**src/rtl/counter_seq_ctrl_pkg.sv**
```systemverilog
// counter_seq_pkg: shared types and defaults for the counter sequencing
// controller.
//   state_t         : FSM encoding (IDLE=0, LOAD=1, RUN=2, SHOW=3, DONE=4)
//   HOLD_CYCLES_DEF : default number of cycles ctr_oe is held in SHOW
package counter_seq_pkg;

  typedef enum logic [2:0] {
    IDLE = 3'd0,
    LOAD = 3'd1,
    RUN  = 3'd2,
    SHOW = 3'd3,
    DONE = 3'd4
  } state_t;

  localparam int unsigned HOLD_CYCLES_DEF = 4;

endpackage

```
**src/rtl/counter_seq_ctrl_if.sv**
```systemverilog
// counter_seq_ctrl_if: request/strobe bundle between the requesters, the
// sequencing controller and the shared counter.
//   req, preset0, preset1, run_len           : requester side -> controller
//   gnt, done, busy                          : controller -> requesters
//   ctr_load, ctr_load_val, ctr_en, ctr_oe   : controller -> counter
// modport master is the requester/counter side, modport slave the controller.
interface counter_seq_ctrl_if #(
  parameter int WIDTH = 8,
  parameter int LEN_W = 4
) ();

  logic [1:0]       req;
  logic [WIDTH-1:0] preset0;
  logic [WIDTH-1:0] preset1;
  logic [LEN_W-1:0] run_len;
  logic [1:0]       gnt;
  logic [1:0]       done;
  logic             busy;
  logic             ctr_load;
  logic [WIDTH-1:0] ctr_load_val;
  logic             ctr_en;
  logic             ctr_oe;

  modport master (
    output req, preset0, preset1, run_len,
    input  gnt, done, busy, ctr_load, ctr_load_val, ctr_en, ctr_oe
  );

  modport slave (
    input  req, preset0, preset1, run_len,
    output gnt, done, busy, ctr_load, ctr_load_val, ctr_en, ctr_oe
  );

endinterface

```
**src/rtl/counter_seq_ctrl_rr_arb2.sv**
```systemverilog
// rr_arb2: combinational 2-way round-robin pick.
//   req    : request bits
//   last   : index of the previous winner
//   gnt_oh : one-hot winner (all zero when no request)
// On a tie the requester that did not win last time is chosen.
module rr_arb2 (
  input  logic [1:0] req,
  input  logic       last,
  output logic [1:0] gnt_oh
);

  always_comb begin
    gnt_oh = '0;
    case (req)
      2'b01:   gnt_oh = 2'b01;
      2'b10:   gnt_oh = 2'b10;
      2'b11:   gnt_oh = last ? 2'b01 : 2'b10;
      default: gnt_oh = '0;
    endcase
  end

endmodule

```
**src/rtl/counter_seq_ctrl.sv**
```systemverilog
// counter_seq_ctrl: round-robin sequencing controller for a shared loadable
// counter. A granted requester gets LOAD -> RUN (len_q cycles of ctr_en) ->
// SHOW (HOLD_CYCLES cycles of ctr_oe) -> DONE (one-cycle done pulse).
//   clk, rst_n : clock, asynchronous active-low reset
//   bus        : counter_seq_ctrl_if slave modport (requests, presets,
//                run length in; grant, done, busy and counter strobes out)
module counter_seq_ctrl
  import counter_seq_pkg::*;
#(
  parameter int WIDTH       = 8,
  parameter int LEN_W       = 4,
  parameter int HOLD_CYCLES = HOLD_CYCLES_DEF
) (
  input logic               clk,
  input logic               rst_n,
  counter_seq_ctrl_if.slave bus
);

  localparam int HOLD_W = $clog2(HOLD_CYCLES + 1);
  localparam int CNT_W  = (LEN_W > HOLD_W) ? LEN_W : HOLD_W;

  state_t           state;
  logic             last;
  logic [LEN_W-1:0] len_q;
  logic [CNT_W-1:0] cnt;
  logic [1:0]       pick;
  logic [1:0]       win_oh;

  rr_arb2 u_arb (
    .req    (bus.req),
    .last   (last),
    .gnt_oh (pick)
  );

  // last doubles as the current winner: it is written on entry to LOAD and
  // cannot change again before the next IDLE.
  assign win_oh = last ? 2'b10 : 2'b01;

  // cnt holds the remaining cycles of the current RUN/SHOW phase minus one.
  always_ff @(posedge clk or negedge rst_n) begin
    if (!rst_n) begin
      state <= IDLE;
      last  <= 1'b1;
      len_q <= '0;
      cnt   <= '0;
    end else begin
      case (state)
        IDLE: begin
          if (|bus.req) begin
            state <= LOAD;
            last  <= pick[1];
            len_q <= bus.run_len;
          end
        end
        LOAD: begin
          if (len_q != '0) begin
            state <= RUN;
            cnt   <= CNT_W'(len_q) - CNT_W'(1);
          end else begin
            state <= SHOW;
            cnt   <= CNT_W'(HOLD_CYCLES - 1);
          end
        end
        RUN: begin
          if (cnt == '0) begin
            state <= SHOW;
            cnt   <= CNT_W'(HOLD_CYCLES - 1);
          end else begin
            cnt <= cnt - CNT_W'(1);
          end
        end
        SHOW: begin
          if (cnt == '0) state <= DONE;
          else           cnt   <= cnt - CNT_W'(1);
        end
        DONE:    state <= IDLE;
        default: state <= IDLE;
      endcase
    end
  end

  // Outputs are a registered decode of the current state, so they trail the
  // state register by one cycle: a request sampled at edge N shows gnt and
  // ctr_load after edge N+1.
  always_ff @(posedge clk or negedge rst_n) begin
    if (!rst_n) begin
      bus.busy         <= 1'b0;
      bus.gnt          <= '0;
      bus.done         <= '0;
      bus.ctr_load     <= 1'b0;
      bus.ctr_load_val <= '0;
      bus.ctr_en       <= 1'b0;
      bus.ctr_oe       <= 1'b0;
    end else begin
      bus.busy         <= (state != IDLE);
      bus.gnt          <= (state != IDLE) ? win_oh : 2'b00;
      bus.done         <= (state == DONE) ? win_oh : 2'b00;
      bus.ctr_load     <= (state == LOAD);
      bus.ctr_load_val <= (state == LOAD) ? (last ? bus.preset1 : bus.preset0) : '0;
      bus.ctr_en       <= (state == RUN);
      bus.ctr_oe       <= (state == SHOW);
    end
  end

endmodule

```
**src/flat_wrapper.sv**
```systemverilog
// flat-port wrapper written by rule: the top's interface ports become plain ports
module counter_seq_ctrl_flat import counter_seq_pkg::*;
#(
  parameter int WIDTH       = 8,
  parameter int LEN_W       = 4,
  parameter int HOLD_CYCLES = HOLD_CYCLES_DEF
)
  (clk, rst_n, bus_req, bus_preset0, bus_preset1, bus_run_len, bus_gnt, bus_done, bus_busy, bus_ctr_load, bus_ctr_load_val, bus_ctr_en, bus_ctr_oe);
  counter_seq_ctrl_if #(.WIDTH(WIDTH), .LEN_W(LEN_W)) bus_i ();
  input logic clk;
  input logic rst_n;
  input wire logic [$bits(bus_i.req)-1:0] bus_req;
  input wire logic [$bits(bus_i.preset0)-1:0] bus_preset0;
  input wire logic [$bits(bus_i.preset1)-1:0] bus_preset1;
  input wire logic [$bits(bus_i.run_len)-1:0] bus_run_len;
  output wire logic [$bits(bus_i.gnt)-1:0] bus_gnt;
  output wire logic [$bits(bus_i.done)-1:0] bus_done;
  output wire logic [$bits(bus_i.busy)-1:0] bus_busy;
  output wire logic [$bits(bus_i.ctr_load)-1:0] bus_ctr_load;
  output wire logic [$bits(bus_i.ctr_load_val)-1:0] bus_ctr_load_val;
  output wire logic [$bits(bus_i.ctr_en)-1:0] bus_ctr_en;
  output wire logic [$bits(bus_i.ctr_oe)-1:0] bus_ctr_oe;
  assign bus_i.req = bus_req;
  assign bus_i.preset0 = bus_preset0;
  assign bus_i.preset1 = bus_preset1;
  assign bus_i.run_len = bus_run_len;
  assign bus_gnt = bus_i.gnt;
  assign bus_done = bus_i.done;
  assign bus_busy = bus_i.busy;
  assign bus_ctr_load = bus_i.ctr_load;
  assign bus_ctr_load_val = bus_i.ctr_load_val;
  assign bus_ctr_en = bus_i.ctr_en;
  assign bus_ctr_oe = bus_i.ctr_oe;
  counter_seq_ctrl #(.WIDTH(WIDTH), .LEN_W(LEN_W), .HOLD_CYCLES(HOLD_CYCLES)) u_core (.clk(clk), .rst_n(rst_n), .bus(bus_i));
endmodule
```
**config.mk**
```make
export PLATFORM = sky130hd
export DESIGN_NAME = counter_seq_ctrl_flat
export DESIGN_NICKNAME = d
export VERILOG_FILES = /design/src/rtl/counter_seq_ctrl_pkg.sv /design/src/rtl/counter_seq_ctrl_if.sv /design/src/rtl/counter_seq_ctrl_rr_arb2.sv /design/src/rtl/counter_seq_ctrl.sv /design/src/flat_wrapper.sv
export SDC_FILE = /design/constraint.sdc
export NUM_CORES = 1
export LEC_CHECK = 0
export ABC_CLOCK_PERIOD_IN_PS = 3000
export CORE_MARGIN = 3
export CORE_UTILIZATION = 26
export DETAILED_ROUTE_END_ITERATION = 12
export PLACE_DENSITY_LB_ADDON = 0.05
export SYNTH_ARGS = -nofsm -noshare
export SYNTH_HDL_FRONTEND = slang
export SYNTH_SLANG_ARGS = --single-unit
```
**constraint.sdc**
```tcl
create_clock -name clk -period 3 [get_ports clk]
set_input_delay 0.75 -clock clk [delete_from_list [all_inputs] [get_ports clk]]
set_output_delay 0.75 -clock clk [all_outputs]
set_load 0.03 [all_outputs]
```
==> qor.json, run 1 <==
{
  "cts.hold.buffers_added": 0,
  "synthXorXnorAreaFrac_pct": 0.669,
  "postSynthCellCount": 113,
  "cts.repair_timing.setup_buffer_count": 0,
  "min_path_type": "register to register",
  "outcome": "completed",
  "die_height_um": 77.0,
  "clock_latency_ns": 0.28,
  "slowest_stage": "sky130_fd_sc_hd__clkdlybuf4s50_1",
  "n_fill_cell": 485,
  "via_count_of_the_first_global_routing_pass": 950,
  "power.static_leakage_nw": 0.804,
  "synthesis.yosys.warnings": 0,
  "initial_utilization_pct": 27.4,
  "count_of_distinct_cell_types_in_the_synthesized_netlist": 32,
  "hold_path_end": "u_core.len_q[0]$_DFFE_PN0P_",
  "postLayoutCoreUtil_pct": 38.1,
  "tritoncts": "built",
  "firstDrtPassIters": 4,
  "ys_seq_area_share_pct": 53.6,
  "post_synth_arst_share_pct": 100,
  "timing.hold.worst.start": "u_core.len_q[0]$_DFFE_PN0P_",
  "synth_flop_cell": "sky130_fd_sc_hd__dfrtp_1",
  "dieWidth_um": 77.0,
  "synth_compound_area_share_pct": 10.6,
  "worst_setup_path_type": "register to output pin",
  "grtUsageTotal_pct": 9.97,
  "cp_top_family": "buffers and inverters",
  "gr-total-overflow": 0,
  "ff_latch_area_um2": 702,
  "netlist_top_cells_area": "sky130_fd_sc_hd__dfrtp_1, sky130_fd_sc_hd__mux2i_1, sky130_fd_sc_hd__nor2_1",
  "capturing_element_type_of_the_critical_path": "output pin",
  "num_vias": 960,
  "cp_num_buf_inv": 1,
  "arrival_ns": 1.29,
  "clkTransAtPathRegs_ns": 0.10,
  "antenna_cells_inserted": 0,
  "numCtsBuffers": 3,
  "yosys.area_share.adder_pct": 3.82,
  "fmax_mhz": 491,
  "final.min_clock_period_ns": 2.04,
  "drive_gt1_share_pct": 8.61,
  "synthMostInstantiatedCell": "sky130_fd_sc_hd__dfrtp_1",
  "maxSlewHeadroom_pct": 72.3,
  "fin_cells": 218,
  "cts.sink_count": 28,
  "yosys.area.top_type": "sky130_fd_sc_hd__dfrtp_1",
  "viasPerCell": 4.40,
  "r2r_setup_slk_ns": 1.23,
  "antenna_found_initial": 0,
  "max-cap-violations": 0,
  "wire_length_of_the_first_global_routing_pass_um": 4730,
  "place_congestion": 0.640,
  "timing.rr.start": "u_core.state[0]$_DFFE_PN0P_",
  "ys_ff_latch": 28,
  "cp_cell_sequence": "clkdlybuf4s50_1",
  "boundaryPins": 40,
  "timing.critical_path.from_type": "register",
  "timing.hold.ws_ns": 0.531,
  "maxSlewViolCount": 0,
  "power_per_cell_area_nw_per_um2": 890,
  "cp_slowest_stage_delay_ns": 0.67,
  "fin_tns_setup_ns": 0,
  "final_hold_viol_count": 0,
  "maximum_number_of_pins_on_one_net_before_global_route_repair": 29,
  "post_cts_resized": 0,
  "detail_route.iter0.violations": 37,
  "final_min_period_over_clock_period_pct": 67.9,
  "worst_r2r_path_depth": 4,
  "top_usage_layer_grt": "met2",
  "postRouteAntennaNets": 0,
  "syn-mean-instance-area_um2": 11.6,
  "clock_tree.root_cell": "sky130_fd_sc_hd__clkbuf_8",
  "drc_errors": 0,
  "total_power_mw": 1.62,
  "multi_input_comb_area_um2": 533,
  "rsz_0062_raised_after_global_routing": "false",
  "htree_num_levels": 1,
  "synth_top_family_by_area": "simple AND/OR/NAND/NOR gates",
  "routed_wire_length_per_instance_um": 12.5,
  "worst_hold_path.num_cells": 1,
  "std_cell_rows": 25,
  "synthTopCellsByCount": "sky130_fd_sc_hd__dfrtp_1, sky130_fd_sc_hd__nor2_1, sky130_fd_sc_hd__mux2i_1, sky130_fd_sc_hd__inv_1, sky130_fd_sc_hd__mux2_1",
  "globalRouteMet3Util_pct": 3.05,
  "postSynthNetCount": 141,
  "hpwlAfterDp_um": 2010,
  "yosys-mux-area-fraction_pct": 11.2,
  "synth_area_um2": 1310,
  "io_buffer_count": 39,
  "post-synth-top-area-fraction_pct": 51.6,
  "rr_endpoint": "u_core.cnt[0]$_DFFE_PN0P_",
  "worstPathRequired_ns": 2.25,
  "core_area_um2": 4790,
  "worst_ir_drop_vdd_mv": 0.309,
  "grt_use_met1_pct": 13.5,
  "final-setup-viol-count": 0,
  "layout_net_count": 180,
  "tightest_slew_ns": 0.416,
  "layout-area-overhead-vs-synth_pct": 39.1,
  "synthSimpleGateAreaFrac_pct": 14.4,
  "clockBufferDepth": 2,
  "synth_edf_count": 0,
  "floorplan.die_area_um2": 5930,
  "grtUsageMet2_pct": 15.0,
  "place.detailed.instances": 214,
  "skew_ns": 0.00649,
  "worstSetupStartpoint": "u_core.bus.done[1]$_DFF_PN0_",
  "wirelength_um": 2720,
  "crit_path_max_fanout": 1
}
[sequential cells by signal, indices dropped and copies added, names as in the netlist, 2 cells and up]
signal,flops
u_core.bus.gnt,2
u_core.state,3
u_core.len_q,4
u_core.bus.done,2
u_core.cnt,4
u_core.bus.ctr_load_val,8
[layout by cell type (no fill, tap or decap), types with 2 or more instances in the layout]
cell type                         instances
sky130_fd_sc_hd__inv_2                    2
sky130_fd_sc_hd__clkdlybuf4s50_1         39
sky130_fd_sc_hd__mux2i_1                  9
sky130_fd_sc_hd__nor2_1                  17
sky130_fd_sc_hd__nand2_1                  2
sky130_fd_sc_hd__nand2b_1                 4
sky130_fd_sc_hd__a211oi_1                 2
sky130_fd_sc_hd__a32o_1                   2
sky130_fd_sc_hd__a22o_1                   3
sky130_fd_sc_hd__nor3_1                   3
sky130_fd_sc_hd__ha_1                     4
sky130_fd_sc_hd__inv_1                    7
sky130_fd_sc_hd__clkbuf_8                 3
sky130_fd_sc_hd__mux2_1                   5
sky130_fd_sc_hd__nor2b_1                  3
sky130_fd_sc_hd__o21ai_0                  3
sky130_fd_sc_hd__dfrtp_1                 27
[kinds of logic (layout without fill, tap and decap cells)]
| logic type | count (synthesis) | count (layout) |
|---|---|---|
| and+or+nand+nor | 34 | 34 |
| DFF | 28 | 28 |
| AOI/OAI and AO/OA | 17 | 17 |
| buffers and inverters | 15 | 53 |
| muxes | 14 | 14 |
| adders and majority gates | 4 | 4 |
| xor gates and xnor gates | 1 | 1 |
[metrics by stage]
step                worst slack (ns)  cell area [um2]
detailed placement              1.02             1750
global route                   0.904             1820
global placement                1.05             1750
CTS                            0.944             1820
floorplan                       1.40             1310
finish                         0.962             1820
[where the power goes]
part	total, mW	internal (mW)	switching [mW]
clock	0.301	0.179	0.122
combinational	0.668	0.337	0.331
sequential	0.653	0.505	0.148
[worst max path at each step]
stage | end | slack [ns] | depth (start not counted)
floorplan | u_core.cnt[2]$_DFFE_PN0P_ | 1.40 | 6
global placement | u_core.len_q[2]$_DFFE_PN0P_ | 1.05 | 4
CTS | bus_ctr_load_val[2] | 0.94 | 1
finish | bus_done[1] | 0.96 | 1
detailed placement | u_core.len_q[3]$_DFFE_PN0P_ | 1.02 | 4
global route | bus_gnt[0] | 0.90 | 1
[metal layers]
layer / part of all wire, % / up-vias
li1: - / 459
met1: 44 / 470
met2: 48 / 26
met3: 6.8 / 5
met4: 1.4 / 0
met5: 0 / -
[area by class of cell]
class,count,area share [%]
Clock buffer,3,2.27
Sequential cell,28,38.5
Timing Repair Buffer,40,21.8
Tap cell,67,4.60
Clock inverter,1,1.65
Inverter,9,1.85
Multi-Input combinational cell,70,29.3
No activity file was read; power rests on OpenSTA's default activity.
==> run 2, diff against run 1 <==
ABC_CLOCK_PERIOD_IN_PS = 1750   (was 3000)
clock period = 1.75 ns   (was 3 ns; I/O delays follow)
==> run 2 against run 1 <==
First-iteration DRC count is 30% lower. Combinational power is 83% higher. Die area stayed put. Final cell count is 2.3% higher. Largest cell class unchanged. Worst hold slack worse by 0.018 ns. Routed wire length is 0.55% lower. Setup slack worse by 0.92 ns. Final area is 3.3% higher.
==> qor.json, run 2 (synthesis gave the netlist of run 1 again) <==
{
  "drc_errors": {"value": 0, "change": "unchanged"},
  "tritoncts": "built",
  "num_vias": {"value": 946, "change": "-1.5%"},
  "cp_top_family": "buffers and inverters",
  "core_area": {"value": 4790, "unit": "um2", "change": "unchanged"},
  "hpwlAfterDp": {"value": 1990, "unit": "um", "change": "-1.1%"},
  "timing.critical_path.from_type": "register",
  "cts.hold.buffers_added": {"value": 0, "change": "unchanged"},
  "clkTransAtPathRegs": {"value": 0.10, "unit": "ns", "change": "about the same"},
  "cp_cell_sequence": "clkdlybuf4s50_1",
  "min_path_type": "input port to asynchronous set/reset pin",
  "numCtsBuffers": {"value": 3, "change": "unchanged"},
  "cp_num_buf_inv": {"value": 1, "change": "unchanged"},
  "commonest_cells_after_routing_fill_and_taps_aside": "sky130_fd_sc_hd__clkdlybuf4s50_1, sky130_fd_sc_hd__dfrtp_1, sky130_fd_sc_hd__nor2_1",
  "routed_wire_length_per_instance": {"value": 12.1, "unit": "um", "change": "-2.8%"},
  "worst_ir_drop_vdd": {"value": 0.452, "unit": "mV", "change": "+47%"},
  "boundaryPins": {"value": 40, "change": "unchanged"},
  "postLayoutCoreUtil": {"value": 39.3, "unit": "%", "change": "+1.3 points"},
  "worst_setup_path_type": "register to output pin",
  "grtUsageTotal": {"value": 9.54, "unit": "%", "change": "-0.43 points"},
  "clock_tree.root_cell": "sky130_fd_sc_hd__clkbuf_8",
  "power.static_leakage": {"value": 0.931, "unit": "nW", "change": "+16%"},
  "std_cell_rows": {"value": 25, "change": "unchanged"},
  "maxSlewHeadroom": {"value": 70.1, "unit": "%", "change": "-2.2 points"},
  "drive_gt1_share": {"value": 11.5, "unit": "%", "change": "+2.9 points"},
  "largest_register": "u_core.bus.ctr_load_val",
  "cts.sink_count": {"value": 28, "change": "unchanged"},
  "outcome": "completed",
  "max-cap-violations": {"value": 0, "change": "unchanged"},
  "power_per_cell_area": {"value": 1460, "unit": "nW/um2", "change": "+63%"},
  "final_min_period_over_clock_period_pct": 97.8,
  "initial_utilization": {"value": 27.4, "unit": "%", "change": "unchanged"},
  "htree_num_levels": {"value": 1, "change": "unchanged"},
  "largest_register_ff_count": {"value": 8, "change": "unchanged"},
  "total_power": {"value": 2.74, "unit": "mW", "change": "+69%"},
  "wirelength": {"value": 2710, "unit": "um", "change": "-0.55%"},
  "gr-total-overflow": {"value": 0, "change": "unchanged"},
  "antenna_found_initial": {"value": 0, "change": "unchanged"},
  "layout-area-overhead-vs-synth_pct": 43.6,
  "dpl_cell_area": {"value": 1780, "unit": "um2", "change": "+1.6%"},
  "postRouteAntennaNets": {"value": 0, "change": "unchanged"},
  "maximum_number_of_pins_on_one_net_before_global_route_repair": {"value": 29, "change": "unchanged"},
  "skew": {"value": 0.00577, "unit": "ns", "change": "-0.000727 ns"},
  "maxSlewViolCount": {"value": 0, "change": "unchanged"},
  "worstPathRequired": {"value": 1.31, "unit": "ns", "change": "-0.94 ns"},
  "place_worst_setup_slack": {"value": 0.0197, "unit": "ns", "change": "-0.999 ns"},
  "via_count_of_the_first_global_routing_pass": {"value": 960, "change": "+1.1%"},
  "dieWidth": {"value": 77.0, "unit": "um", "change": "unchanged"},
  "final-setup-viol-count": {"value": 0, "change": "unchanged"},
  "slowest_stage": "sky130_fd_sc_hd__clkdlybuf4s50_1",
  "n_fill_cell": {"value": 480, "change": "-1.0%"},
  "final_hold_viol_count": {"value": 0, "change": "unchanged"},
  "place_congestion": {"value": 0.682, "change": "+6.6%"},
  "final.min_clock_period_ns": 1.71,
  "wire_length_of_the_first_global_routing_pass": {"value": 4620, "unit": "um", "change": "-2.5%"},
  "clockBufferDepth": {"value": 2, "change": "unchanged"},
  "layout_net_count": {"value": 185, "change": "+2.8%"},
  "firstDrtPassIters": {"value": 4, "change": "unchanged"},
  "floorplan.die_area": {"value": 5930, "unit": "um2", "change": "unchanged"},
  "tightest_slew": {"value": 0.449, "unit": "ns", "change": "+0.0334 ns"},
  "antenna_cells_inserted": {"value": 0, "change": "unchanged"},
  "viasPerCell": {"value": 4.24, "change": "-3.7%"},
  "crit_path_max_fanout": {"value": 1, "change": "unchanged"},
  "final_cell_area": {"value": 1880, "unit": "um2", "change": "+3.3%"},
  "capturing_element_type_of_the_critical_path": "output pin",
  "io_buffer_count": {"value": 39, "change": "unchanged"},
  "detail_route.iter0.violations": {"value": 26, "change": "-30%"},
  "arrival": {"value": 1.27, "unit": "ns", "change": "-0.02 ns"},
  "fmax_mhz": 584,
  "final_common_cell": "sky130_fd_sc_hd__clkdlybuf4s50_1",
  "final.setup.worst_slack": {"value": 0.0378, "unit": "ns", "change": "-0.924 ns"},
  "cp_slowest_stage_delay": {"value": 0.67, "unit": "ns", "change": "about the same"},
  "die_height": {"value": 77.0, "unit": "um", "change": "unchanged"},
  "clock_latency": {"value": 0.27, "unit": "ns", "change": "about the same"},
  "timing.hold.ws": {"value": 0.514, "unit": "ns", "change": "-0.0175 ns"},
  "biggestRegsByFlops": "u_core.bus.ctr_load_val x8, u_core.cnt x4, u_core.len_q x4"
}
run 2: final timing paths:
path | start | slack (ns) | cells after the start | to
max | u_core.bus.ctr_load_val[2]$_DFF_PN0_ | 0.04 | 1 | bus_ctr_load_val[2]
min | rst_n | 0.51 | 2 | u_core.bus.ctr_en$_DFF_PN0_
max reg2reg | u_core.cnt[0]$_DFFE_PN0P_ | 0.06 | 6 | u_core.cnt[2]$_DFFE_PN0P_
min reg2reg | u_core.len_q[1]$_DFFE_PN0P_ | 0.53 | 1 | u_core.len_q[1]$_DFFE_PN0P_
max in group asynchronous | rst_n | 0.99 | 2 | u_core.last$_DFFE_PN1P_
min in group clk | u_core.len_q[1]$_DFFE_PN0P_ | 0.53 | 1 | u_core.len_q[1]$_DFFE_PN0P_
run 2: final cells by class:
cell class / instances / area [um2] / share of cell area [%]
flip-flops and latches: 28 / 702 / 37.3
clock buffers: 4 / 55.1 / 2.93
repair buffers: 45 / 465 / 24.7
inverters: 9 / 33.8 / 1.80
well taps: 67 / 83.8 / 4.45
multi-input cells: 70 / 542 / 28.8
run 2: power by group:
group / switching [mW] / internal [mW] / total, mW
logic: 0.593 / 0.631 / 1.22
clock network: 0.194 / 0.201 / 0.395
registers: 0.253 / 0.866 / 1.12
total: 1.04 / 1.70 / 2.74
run 2: layer usage:
metal | routed length, um | GRT usage [%] | up-vias
met5 | 0 | 0 | -
met4 | 15 | 3.20 | 0
met3 | 177 | 2.82 | 2
met2 | 1270 | 14.7 | 24
met1 | 1240 | 12.8 | 452
li1 | - | - | 468
run 2: worst reg2reg max path, delay by kind of cell (launching register included):
family	cells	cell delay, ns
fa+ha+maj	1	0.15
buf+inv	1	0.12
simple gates	1	0.30
flops	1	0.42
compound gates	3	0.60
run 2: per-stage QoR:
stage / cells / setup TNS (ns)
floorplan: 113 / 0
detailed placement: 216 / 0
global route: 223 / -0.00724
global placement: 216 / 0
CTS: 220 / 0
finish: 223 / 0
run 2: what timing repair did:
item                       in CTS  in global routing
setup endpoints to repair       0                  9
buffers inserted                0                  3
resized for setup               0                  8
